<file path="src/rtl/multicycle_ctrl_pkg.sv">
// Shared encodings for the multicycle controller and its datapath: states, opcodes,
// ALU operation and ALU source-B select values, plus small opcode classification helpers.
package multicycle_ctrl_pkg;

  typedef enum logic [2:0] {
    StFetch,
    StDecode,
    StExec,
    StMem,
    StWb,
    StHalt
  } state_e;

  localparam logic [5:0] OpAnd = 6'h00;
  localparam logic [5:0] OpOr  = 6'h01;
  localparam logic [5:0] OpAdd = 6'h02;
  localparam logic [5:0] OpSub = 6'h06;
  localparam logic [5:0] OpSlt = 6'h07;
  localparam logic [5:0] OpLw  = 6'h08;
  localparam logic [5:0] OpSw  = 6'h0A;
  localparam logic [5:0] OpBne = 6'h0E;

  localparam logic [2:0] AluAnd = 3'b000;
  localparam logic [2:0] AluOr  = 3'b001;
  localparam logic [2:0] AluAdd = 3'b010;
  localparam logic [2:0] AluSub = 3'b011;
  localparam logic [2:0] AluSlt = 3'b100;

  localparam logic [1:0] SrcBReg  = 2'b00;
  localparam logic [1:0] SrcBFour = 2'b01;
  localparam logic [1:0] SrcBImm  = 2'b10;

  typedef enum logic [1:0] {
    ClsRType,
    ClsMem,
    ClsBne,
    ClsIllegal
  } op_class_e;

  typedef struct packed {
    logic       mem_req;
    logic       mem_read;
    logic       mem_write;
    logic       ir_write;
    logic       pc_write;
    logic       pc_src;
    logic       reg_write;
    logic       reg_dst;
    logic       mem_to_reg;
    logic       alu_src_a;
    logic [1:0] alu_src_b;
    logic [2:0] alu_op;
    logic       instr_done;
    logic       halted;
  } ctrl_t;

  // All six opcode bits take part; anything outside the table is illegal.
  function automatic op_class_e op_class(input logic [5:0] op);
    op_class_e cls;
    unique case (op)
      OpAnd, OpOr, OpAdd, OpSub, OpSlt: cls = ClsRType;
      OpLw, OpSw:                       cls = ClsMem;
      OpBne:                            cls = ClsBne;
      default:                          cls = ClsIllegal;
    endcase
    return cls;
  endfunction

  function automatic logic [2:0] rtype_alu_op(input logic [5:0] op);
    logic [2:0] aop;
    unique case (op)
      OpOr:    aop = AluOr;
      OpAdd:   aop = AluAdd;
      OpSub:   aop = AluSub;
      OpSlt:   aop = AluSlt;
      default: aop = AluAnd;
    endcase
    return aop;
  endfunction

endpackage

</file>
<file path="src/rtl/multicycle_ctrl_timer.sv">
// Memory wait watchdog: counts consecutive not-ready cycles in FETCH/MEM and flags when the
// count has reached WAIT_MAX.
module mem_wait_timer #(
  parameter int unsigned WAIT_MAX = 15
) (
  input  logic clk,
  input  logic rst_n,
  input  logic clear,
  input  logic tick,
  output logic expired
);

  localparam int unsigned CntW = (WAIT_MAX < 1) ? 1 : $clog2(WAIT_MAX + 1);

  logic [CntW-1:0] cnt_q, cnt_d;

  assign expired = (cnt_q == CntW'(WAIT_MAX));

  // Saturate at WAIT_MAX so a stalled count can never wrap back past the limit.
  always_comb begin
    cnt_d = cnt_q;
    if (clear) begin
      cnt_d = '0;
    end else if (tick && !expired) begin
      cnt_d = cnt_q + 1'b1;
    end
  end

  always_ff @(posedge clk) begin
    if (!rst_n) begin
      cnt_q <= '0;
    end else begin
      cnt_q <= cnt_d;
    end
  end

endmodule

</file>
<file path="src/rtl/multicycle_ctrl.sv">
// Multicycle CPU control unit: FETCH/DECODE/EXEC/MEM/WB sequencing with a latched opcode and
// a memory wait watchdog that parks the machine in HALT until reset.
module multicycle_ctrl
  import multicycle_ctrl_pkg::*;
#(
  parameter int unsigned WAIT_MAX = 15
) (
  input  logic       clk,
  input  logic       rst_n,
  input  logic [5:0] opcode,
  input  logic       zero,
  input  logic       mem_ready,
  output logic       mem_req,
  output logic       MemRead,
  output logic       MemWrite,
  output logic       IRWrite,
  output logic       PCWrite,
  output logic       PCSrc,
  output logic       RegWrite,
  output logic       RegDst,
  output logic       MemToReg,
  output logic       ALU_srcA,
  output logic [1:0] ALU_srcB,
  output logic [2:0] ALU_op,
  output logic       instr_done,
  output logic       halted
);

  state_e     state_q, state_d;
  logic [5:0] op_q;
  op_class_e  op_cls;
  logic       in_mem_phase;
  logic       wait_expired;
  ctrl_t      ctrl;

  assign op_cls       = op_class(op_q);
  assign in_mem_phase = (state_q == StFetch) || (state_q == StMem);

  // Clearing on acceptance as well as outside FETCH/MEM means every FETCH/MEM visit starts at 0,
  // including the direct MEM -> FETCH hop of a store.
  mem_wait_timer #(
    .WAIT_MAX(WAIT_MAX)
  ) u_wait_timer (
    .clk    (clk),
    .rst_n  (rst_n),
    .clear  (!in_mem_phase || mem_ready),
    .tick   (in_mem_phase && !mem_ready),
    .expired(wait_expired)
  );

  always_ff @(posedge clk) begin
    if (!rst_n) begin
      state_q <= StFetch;
      op_q    <= '0;
    end else begin
      state_q <= state_d;
      if (state_q == StDecode) begin
        op_q <= opcode;
      end
    end
  end

  always_comb begin
    state_d = state_q;
    unique case (state_q)
      StFetch: begin
        if (mem_ready) begin
          state_d = StDecode;
        end else if (wait_expired) begin
          state_d = StHalt;
        end
      end
      StDecode: begin
        state_d = (op_class(opcode) == ClsIllegal) ? StHalt : StExec;
      end
      StExec: begin
        unique case (op_cls)
          ClsRType: state_d = StWb;
          ClsMem:   state_d = StMem;
          ClsBne:   state_d = StFetch;
          default:  state_d = StHalt;
        endcase
      end
      StMem: begin
        if (mem_ready) begin
          state_d = (op_q == OpLw) ? StWb : StFetch;
        end else if (wait_expired) begin
          state_d = StHalt;
        end
      end
      StWb:    state_d = StFetch;
      StHalt:  state_d = StHalt;
      default: state_d = StHalt;
    endcase
  end

  always_comb begin
    ctrl = '0;
    unique case (state_q)
      StFetch: begin
        ctrl.mem_req   = 1'b1;
        ctrl.mem_read  = 1'b1;
        ctrl.alu_src_b = SrcBFour;
        ctrl.alu_op    = AluAdd;
        if (mem_ready) begin
          ctrl.ir_write = 1'b1;
          ctrl.pc_write = 1'b1;
        end
      end
      StDecode: begin
      end
      StExec: begin
        unique case (op_cls)
          ClsRType: begin
            ctrl.alu_src_a = 1'b1;
            ctrl.alu_src_b = SrcBReg;
            ctrl.alu_op    = rtype_alu_op(op_q);
          end
          ClsMem: begin
            ctrl.alu_src_a = 1'b1;
            ctrl.alu_src_b = SrcBImm;
            ctrl.alu_op    = AluAdd;
          end
          ClsBne: begin
            ctrl.alu_src_a  = 1'b1;
            ctrl.alu_src_b  = SrcBReg;
            ctrl.alu_op     = AluSub;
            ctrl.pc_write   = !zero;
            ctrl.pc_src     = !zero;
            ctrl.instr_done = 1'b1;
          end
          default: begin
          end
        endcase
      end
      StMem: begin
        ctrl.mem_req    = 1'b1;
        ctrl.mem_read   = (op_q == OpLw);
        ctrl.mem_write  = (op_q == OpSw);
        ctrl.instr_done = mem_ready && (op_q == OpSw);
      end
      StWb: begin
        ctrl.reg_write  = 1'b1;
        ctrl.instr_done = 1'b1;
        ctrl.mem_to_reg = (op_q == OpLw);
        ctrl.reg_dst    = (op_q != OpLw);
      end
      StHalt: begin
        ctrl.halted = 1'b1;
      end
      default: begin
      end
    endcase
    // Outputs are forced quiet for the whole reset cycle, whatever state we were in.
    if (!rst_n) begin
      ctrl = '0;
    end
  end

  assign mem_req    = ctrl.mem_req;
  assign MemRead    = ctrl.mem_read;
  assign MemWrite   = ctrl.mem_write;
  assign IRWrite    = ctrl.ir_write;
  assign PCWrite    = ctrl.pc_write;
  assign PCSrc      = ctrl.pc_src;
  assign RegWrite   = ctrl.reg_write;
  assign RegDst     = ctrl.reg_dst;
  assign MemToReg   = ctrl.mem_to_reg;
  assign ALU_srcA   = ctrl.alu_src_a;
  assign ALU_srcB   = ctrl.alu_src_b;
  assign ALU_op     = ctrl.alu_op;
  assign instr_done = ctrl.instr_done;
  assign halted     = ctrl.halted;

endmodule
</file>
<file path="config.mk">
export PLATFORM = sky130hd
export DESIGN_NAME = multicycle_ctrl
export DESIGN_NICKNAME = d
export VERILOG_FILES = /design/src/rtl/multicycle_ctrl_pkg.sv /design/src/rtl/multicycle_ctrl_timer.sv /design/src/rtl/multicycle_ctrl.sv
export SDC_FILE = /design/constraint.sdc
export NUM_CORES = 1
export LEC_CHECK = 0
export BUFFER_PORTS_ARGS = -buffer_cell sky130_fd_sc_hd__buf_2
export CAP_MARGIN = 20
export CORE_MARGIN = 4
export CORE_UTILIZATION = 33
export CTS_BUF_LIST = sky130_fd_sc_hd__clkbuf_2
export DETAILED_ROUTE_END_ITERATION = 6
export SYNTH_ARGS = -nofsm -noshare
export SYNTH_HDL_FRONTEND = slang
export SYNTH_SLANG_ARGS = --single-unit
</file>
<file path="constraint.sdc">
create_clock -name clk -period 2.2 [get_ports clk]
set_input_delay 0.66 -clock clk [delete_from_list [all_inputs] [get_ports clk]]
set_output_delay 0.66 -clock clk [all_outputs]
set_load 0.005 [all_outputs]
</file>
* After elaboration in Yosys (flattened, before gate mapping)
Memory sizes are Yosys's and may differ from the RTL's. A register that Yosys moved wholly into a read port is not among the register bits.
Cells that the tools add are included.
** Word-level totals
- Flip-flop bits (word level) :: 13
- ROM bits :: 64
- Input port bits :: 10
- Output and inout port bits :: 17
- Logic and storage cells :: 65
- Memories kept :: 2
** Memories
- (name not given) :: depth 16, width 2, read ports 1, clocked after memory_dff 0, write ports 0, RTL line multicycle_ctrl_pkg.sv:60 : unique case (op)
- (name not given) :: depth 16, width 2, read ports 1, clocked after memory_dff 1, write ports 0, RTL line multicycle_ctrl_pkg.sv:60
** Cells by class
- Add/subtract/negate cells :: 1
- Equality and inequality tests :: 16
- Multiplexer cells :: 28
- Bitwise gates (word level) :: 1
- Reductions and logical operators :: 14
** Operator list (number)
- $mux W3 :: 6
- $pmux W6 S3 :: 1
- $mux W17 :: 1
- $pmux W3 S5 :: 1
- $eq A6 B3 Y1 const B :: 2
- $eq A6 B4 Y1 const B :: 2
- $pmux W3 S4 :: 1
- $mux W2 :: 5
- $pmux W5 S2 :: 1
- $pmux W3 S3 :: 1
- $mux W4 :: 2
- $eq A3 B2 Y1 const B :: 2
- $eq A3 B3 Y1 const B :: 2
- $eq A6 B1 Y1 const B :: 1
- $eq A6 B2 Y1 const B :: 1
- $logic_not A2 Y1 :: 3
- $mux W1 :: 6
- $ne A6 B4 Y1 const B :: 1
- $add A4 B1 Y4 const B :: 1
- $eq A2 B2 Y1 const B :: 2
- $eq A4 B4 Y1 const B :: 1
- $logic_not A1 Y1 :: 4
- $pmux W2 S2 :: 1
- $eq A3 B1 Y1 const B :: 1
- 8 further kinds :: 11

* Depth between registers and ports, before layout
Gate-level depths: netlist of the first run.
- Depth in word-level cells :: 6
- Mapped depth :: 7
- Depth with buffers taken out :: 7

* Cells and area by module
Synthesis of the first run repeated with hierarchy kept, for this count alone.
** Unflattened totals
- Cell total of the unflattened synthesis :: 154
- Area, all modules :: 1153.6 µm²
** Modules (own cells, without submodules)
- multicycle_ctrl :: times used 1, cells each 132, area each 955.9 µm²
- mem_wait_timer :: times used 1, cells each 22, area each 197.7 µm²

* Worst setup path before layout of the first run
No wires, ideal clock.
- Kind :: register -> output
- From :: reg op_q[5]
- To :: out ALU_op[0]
- Arrival time :: 1.801 ns
- Path slack :: -0.261 ns
- Cell stages (with the launch flop) :: 6
- Buffers on the path :: 0
- Cell sequence :: dfxtp_1 -> or3_1 -> inv_1 -> ha_1 -> or4b_1 -> a2111oi_2
** On the way
- Longest elaborated chain between the ends :: 6
- Elaborated cells on any way between the ends :: 13
** Ends and longest elaborated chain
- start, declared :: RTL line multicycle_ctrl.sv:30 : logic [5:0] op_q;
- start signal, assigned :: RTL line multicycle_ctrl.sv:58 : op_q <= opcode;
- branches (longest 3 deep; another with $eq A6 B3 Y1)
- $pmux W6 S3 * :: RTL line multicycle_ctrl.sv:113 : unique case (op_cls)
- $pmux W5 S2 * :: RTL line multicycle_ctrl.sv:99 : unique case (state_q)
- $mux W17 * :: RTL line multicycle_ctrl.sv:155 : if (!rst_n) begin
- end, declared :: RTL line multicycle_ctrl.sv:24 : output logic [2:0] ALU_op,
Every way passes the cells marked *.

==> run_results.csv, run 1 <==
group,metric,value,unit
outcome,outcome,"finished, violations left",
outcome,violations,"negative setup slack",
job,max-cap-violations,0,
layout,insertedDiodeCount,0,
place,placedCellCount,226,
global_routing,number_of_global_route_vias_before_repair,1149,
die,core_footprint,3130,um^2
clocking,tritoncts.num_buffers,3,
place,gp_congestion,0.835,
yosys,top_post_synthesis_cells_by_area,"dfxtp_1, nor2b_1, mux2i_1, ha_1, nor3_1",
setup_path,critPathRequiredTime,1540,ps
layout,nNetsFinal,203,
timing,clock-skew-final,20.6,ps
die,dieHeight,66.0,um
place,post-place-ws,-273,ps
die,chipWidth,66.0,um
yosys,syn_avg_cell_area,7.98,um^2
setup_path,reg_to_reg_end,"state_q[2]",
route,final_antenna_net_count,0,
setup_path,timing.critical_path.arrival,2150,ps
route,highest_layer,"met4",
setup_path,worstSetupStartpointType,"register",
power_and_ir_drop,irDropWorstVdd,0.000257,V
die,die_area,4350,um^2
die,num_rows,20,
yosys,netlist-cell-type-count,45,
route,routed_via_density,5.12,
global_routing,antenna_found_initial,0,
timing,setup_ws,-612,ps
worst_hold_path,holdPathStages,2,
layout,flow.area_growth_from_synthesis,45.2,%
timing,post-route-period-util,1.28,
timing,worst-slew-pin-transition,296,ps
yosys,synthesized_cell_area,1110,um^2
route,met3_wirelength,161,um
yosys,synth-async-reset-ratio,0,
route,drt_first_pass_iters,4,
worst_hold_path,hp-class,"register to register",
yosys,cell_taking_the_most_area_after_synthesis,"dfxtp_1",
timing,finalMaxSlewViolations,0,
setup_path,critical_path.endpoint_type,"primary output",
power_and_ir_drop,leakage,0.709,nW
yosys,synth_edf_count,0,
layout,post_route_cells_drive_above_1_share,0.481,
yosys,synthFlopType,"dfxtp_1",
layout,post-route-cell-area,1610,um^2
setup_path,worst_r2r_path_depth,8,
yosys,synthesis.yosys.warnings,0,
yosys,synth.ff_latch_count,15,
route,route.layer.met1.wl,1460,um
place,port_buffers,26,
yosys,synthMostInstantiatedCell,"dfxtp_1",
clocking,cts-htree-levels,1,
route,wl_met2,1560,um
yosys,postSynthNetCount,154,
setup_path,cp_max_fo,2,
yosys,fraction_of_the_yosys_area_taken_by_sequential_cells,0.271,
setup_path,worstSetupPathType,"register to primary output",
global_routing,grt_first_pass_wirelength,5240,um
yosys,netlist_instances,139,
place,detailedPlacementHpwl,2450,um
route,route.detailed.drc,0,
global_routing,global_route.usage.total,0.155,
clocking,clk_pin_slew_worst_paths,160,ps
clocking,buffer_depth_of_the_longest_clock_path,2,
setup_path,setup.reg_to_reg.worst_slack,210,ps
clocking,cts_sinks,15,
clocking,cts_tree,"done",
die,initial_util,0.355,
clocking,clock-root-buffer,"clkbuf_2",
route,drt-initial-drc-count,67,
clocking,clock_insertion_delay_at_the_later_pin_of_the_skew_report,290,ps
layout,layout.cells.non_filler,231,
timing,relSlewSlack,0.801,
yosys,yosys-top-cells-count,"dfxtp_1, nor2_1, nor2b_1",
die,top_level_ports,27,
timing,setup_viol,11,
route,routed-via-count,1183,
timing,min_period,2810,ps
global_routing,grt_max_degree,15,
place,dpl_cell_area,1470,um^2
layout,finalCoreUtilization,0.515,
worst_hold_path,whs_endpoint,"u_wait_timer.cnt_q[1]",
global_routing,overflow,0,
worst_hold_path,worstHoldStart,"u_wait_timer.cnt_q[1]",
route,detail_route.wirelength,3220,um
route,routedWlPerCell,13.9,um
yosys,synthDominantCellAreaShare,0.271,
timing,hold_viol_final,0,
timing,rsz0062_at_grt,"true",
power_and_ir_drop,power.density_cell_area,592,nW/um^2
timing,maxClockFrequency,356,MHz
-- timing repair --
item,CTS,global route
endpoints found under the setup margin,11,14
resized for setup,19,12
hold endpoints to repair,0,0
hold buffers,0,0
setup buffers,2,0
pin swaps,6,3
-- area by class of cell --
cell class              count  area (um^2)
well taps                  44         55.1
inverters                   3         13.8
clock buffers               4         20.0
repair buffers             51          328
fillers                   309         1520
multi-input cells         114          882
flip-flops and latches     15          313
-- layer usage --
metal,track usage,up-vias
met1,0.196,543
met2,0.265,30
li1,-,605
met5,0,-
met3,0.0272,5
met4,0.0457,0
-- worst max-delay path by stage --
stage / startpoint / end / slack (ps) / cells past startpoint
finish: register / ALU_op[0] / -610 / 6
global route: op_q[4] / ALU_op[0] / -710 / 6
CTS: register / ALU_op[0] / -620 / 6
detailed placement: register / ALU_op[0] / -270 / 6
global placement: register / ALU_op[0] / -240 / 6
floorplan: op_q[4] / ALU_op[0] / -130 / 5
-- where the power goes --
group | switching (mW) | internal (mW)
clock | 0.0885 | 0.0482
sequential | 0.0256 | 0.302
combinational | 0.235 | 0.256
total | 0.349 | 0.606
-- layout by cell type (no fill, tap or decap), types with 3 or more instances in the layout --
master | Yosys | layout
nor2b_1 | 12 | 11
and3_1 | 3 | 3
dfxtp_2 | 0 | 7
nor3b_1 | 4 | 3
nand3_1 | 4 | 4
buf_4 | 0 | 24
nor3_1 | 10 | 6
mux2i_1 | 7 | 7
a31oi_1 | 3 | 3
nand2b_1 | 4 | 4
o21ai_0 | 5 | 5
dfxtp_1 | 15 | 7
clkbuf_2 | 1 | 4
a21oi_2 | 0 | 3
nor2_1 | 12 | 11
nor3_2 | 0 | 4
nand2_1 | 6 | 6
buf_2 | 1 | 25
and2_1 | 5 | 4
-- kinds of logic (layout without fill, tap and decap cells) --
kind of cell / Yosys count / after routing / share of synthesized area
simple gates: 72 / 72 / 0.370
compound gates: 26 / 26 / 0.168
flops: 15 / 15 / 0.271
buf+inv: 10 / 58 / 0.0361
mux: 9 / 9 / 0.0834
fa+ha+maj: 5 / 5 / 0.0564
xor+xnor: 2 / 2 / 0.0158
-- worst max-delay path, stage by stage, from the launching register on --
cell and delay, ps:
dfxtp_2 350, or3_4 400, inv_4 70, ha_4 120, or4b_4 470, a2111oi_4 290, buf_2 160
-- per-stage QoR --
step                total power, mW  hold slack (ps)  setup TNS [ps]
global route                   1.02              601           -4380
CTS                           0.924              573           -3210
detailed placement            0.745              551            -823
finish                        0.954              569           -3110
floorplan                     0.570              509            -183
global placement              0.740              529            -669
Note: power is estimated with default switching activity, not from simulation.
==> run 2: changes to the inputs <==
--- a/config.mk
+++ b/config.mk
@@ -11,6 +11,7 @@
 export CORE_UTILIZATION = 33
 export CTS_BUF_LIST = sky130_fd_sc_hd__clkbuf_2
 export DETAILED_ROUTE_END_ITERATION = 6
+export RECOVER_POWER = 25
 export SYNTH_ARGS = -nofsm -noshare
 export SYNTH_HDL_FRONTEND = slang
 export SYNTH_SLANG_ARGS = --single-unit
==> run_results.csv, run 2 (synthesized netlist as in run 1, its figures left out) <==
group,metric,value,unit
outcome,outcome,"finished, violations left",
outcome,violations,"negative setup slack",
worst_hold_path,worstHoldStart,"u_wait_timer.cnt_q[1]",
timing,setup_viol,13,
power_and_ir_drop,irDropWorstVdd,0.000257,V
global_routing,grt_max_degree,15,
layout,finalCoreUtilization,0.512,
die,top_level_ports,27,
layout,top_library_cells_by_usage_in_the_layout_fill_and_taps_aside,"buf_2, buf_4, nor2_1, nor2b_1, dfxtp_1",
route,routed_via_density,5.16,
timing,finalMaxSlewViolations,0,
setup_path,setup.reg_to_reg.worst_slack,210,ps
timing,maxClockFrequency,355,MHz
worst_hold_path,hp-class,"register to register",
route,routedWlPerCell,14.0,um
global_routing,overflow,0,
place,detailedPlacementHpwl,2450,um
layout,nNetsFinal,203,
timing,worst-slew-pin-transition,543,ps
layout,fillerInstances,314,
job,max-cap-violations,0,
layout,post_route_cells_drive_above_1_share,0.465,
layout,flow.area_growth_from_synthesis,44.4,%
global_routing,antenna_found_initial,0,
setup_path,setup.worst_path.end,"ALU_op[0]",
setup_path,timing.critical_path.arrival,2150,ps
route,drt-initial-drc-count,55,
setup_path,worstSetupPathType,"register to primary output",
timing,clock-skew-final,20.2,ps
clocking,clock-root-buffer,"clkbuf_2",
route,drt_first_pass_iters,4,
route,final_antenna_net_count,0,
timing,setup_total_negative_slack,-3280,ps
timing,post-route-period-util,1.28,
layout,insertedDiodeCount,0,
die,dieHeight,66.0,um
timing,rsz0062_at_grt,"true",
route,detail_route.wirelength,3240,um
route,route.detailed.drc,0,
clocking,buffer_depth_of_the_longest_clock_path,2,
timing,min_period,2810,ps
die,core_footprint,3130,um^2
timing,setup_ws,-613,ps
clocking,cts_sinks,15,
clocking,cts_tree,"done",
setup_path,reg_to_reg_end,"state_q[2]",
power_and_ir_drop,power.density_cell_area,593,nW/um^2
setup_path,worstSetupStartpointType,"register",
place,dpl_cell_area,1470,um^2
clocking,tritoncts.num_buffers,3,
timing,hold-worst-slack,569,ps
layout,final_common_cell,"buf_2",
place,port_buffers,26,
global_routing,number_of_global_route_vias_before_repair,1149,
worst_hold_path,holdPathStages,2,
setup_path,critPathRequiredTime,1540,ps
die,num_rows,20,
place,gp_congestion,0.835,
setup_path,critical_path.endpoint_type,"primary output",
die,chipWidth,66.0,um
timing,relSlewSlack,0.638,
clocking,cts-htree-levels,1,
global_routing,global_route.usage.total,0.155,
global_routing,grt_first_pass_wirelength,5240,um
route,routed-via-count,1192,
setup_path,worst_r2r_path_depth,8,
layout,post-route-cell-area,1600,um^2
die,die_area,4350,um^2
setup_path,cp_max_fo,2,
power_and_ir_drop,leakage,0.700,nW
die,initial_util,0.355,
timing,hold_viol_final,0,
clocking,clock_insertion_delay_at_the_later_pin_of_the_skew_report,290,ps
clocking,clk_pin_slew_worst_paths,160,ps
clocking,hold_buffers,0,
## run 2: power breakdown
group	leakage, nW	internal, mW	total [mW]	switching (mW)
clock	0.0166	0.0482	0.137	0.0888
sequential	0.126	0.302	0.327	0.0258
combinational	0.558	0.252	0.486	0.234
total	0.700	0.602	0.951	0.349
## run 2: layout make-up
class,instances,area (um^2),area share
Sequential cell,15,312,0.194
Multi-Input combinational cell,114,882,0.550
Clock buffer,4,20.0,0.0125
Inverter,3,13.8,0.00859
Tap cell,44,55.1,0.0343
Timing Repair Buffer,51,320,0.200
## run 2: timing repair
| item | CTS | global route |
|---|---|---|
| setup endpoints to repair | 11 | 14 |
| buffers inserted | 2 | 0 |
| pin swaps | 6 | 3 |
| gates resized for setup | 19 | 12 |
## run 2: critical path, cell delays in order, from the launching register on
cell and delay [ps]:
dfxtp_2 350, or3_4 400, inv_4 70, ha_4 120
or4b_4 470, a2111oi_4 290, buf_2 160
## run 2: per-layer routing
metal / global-route usage / vias up / wire, um
met3: 0.0272 / 5 / 158
met5: 0 / - / 0
met2: 0.265 / 29 / 1590
met4: 0.0457 / 0 / 36
li1: - / 603 / -
met1: 0.196 / 555 / 1450
## run 2: worst min-delay path by stage
stage,endpoint,slack [ps]
global placement,u_wait_timer.cnt_q[1],530
global route,u_wait_timer.cnt_q[1],600
CTS,u_wait_timer.cnt_q[1],570
finish,u_wait_timer.cnt_q[1],570
floorplan,u_wait_timer.cnt_q[1],510
detailed placement,u_wait_timer.cnt_q[1],550
## run 2: metrics by stage
| step | power [mW] | instances | worst slack, ps |
|---|---|---|---|
| 6_report | 0.951 | 231 | -613 |
| 5_1_grt | 1.02 | 231 | -712 |
| 4_1_cts | 0.924 | 231 | -620 |
| 3_5_place_dp | 0.745 | 226 | -273 |
| 3_3_place_gp | 0.740 | 226 | -237 |
| 2_1_floorplan | 0.570 | 139 | -131 |
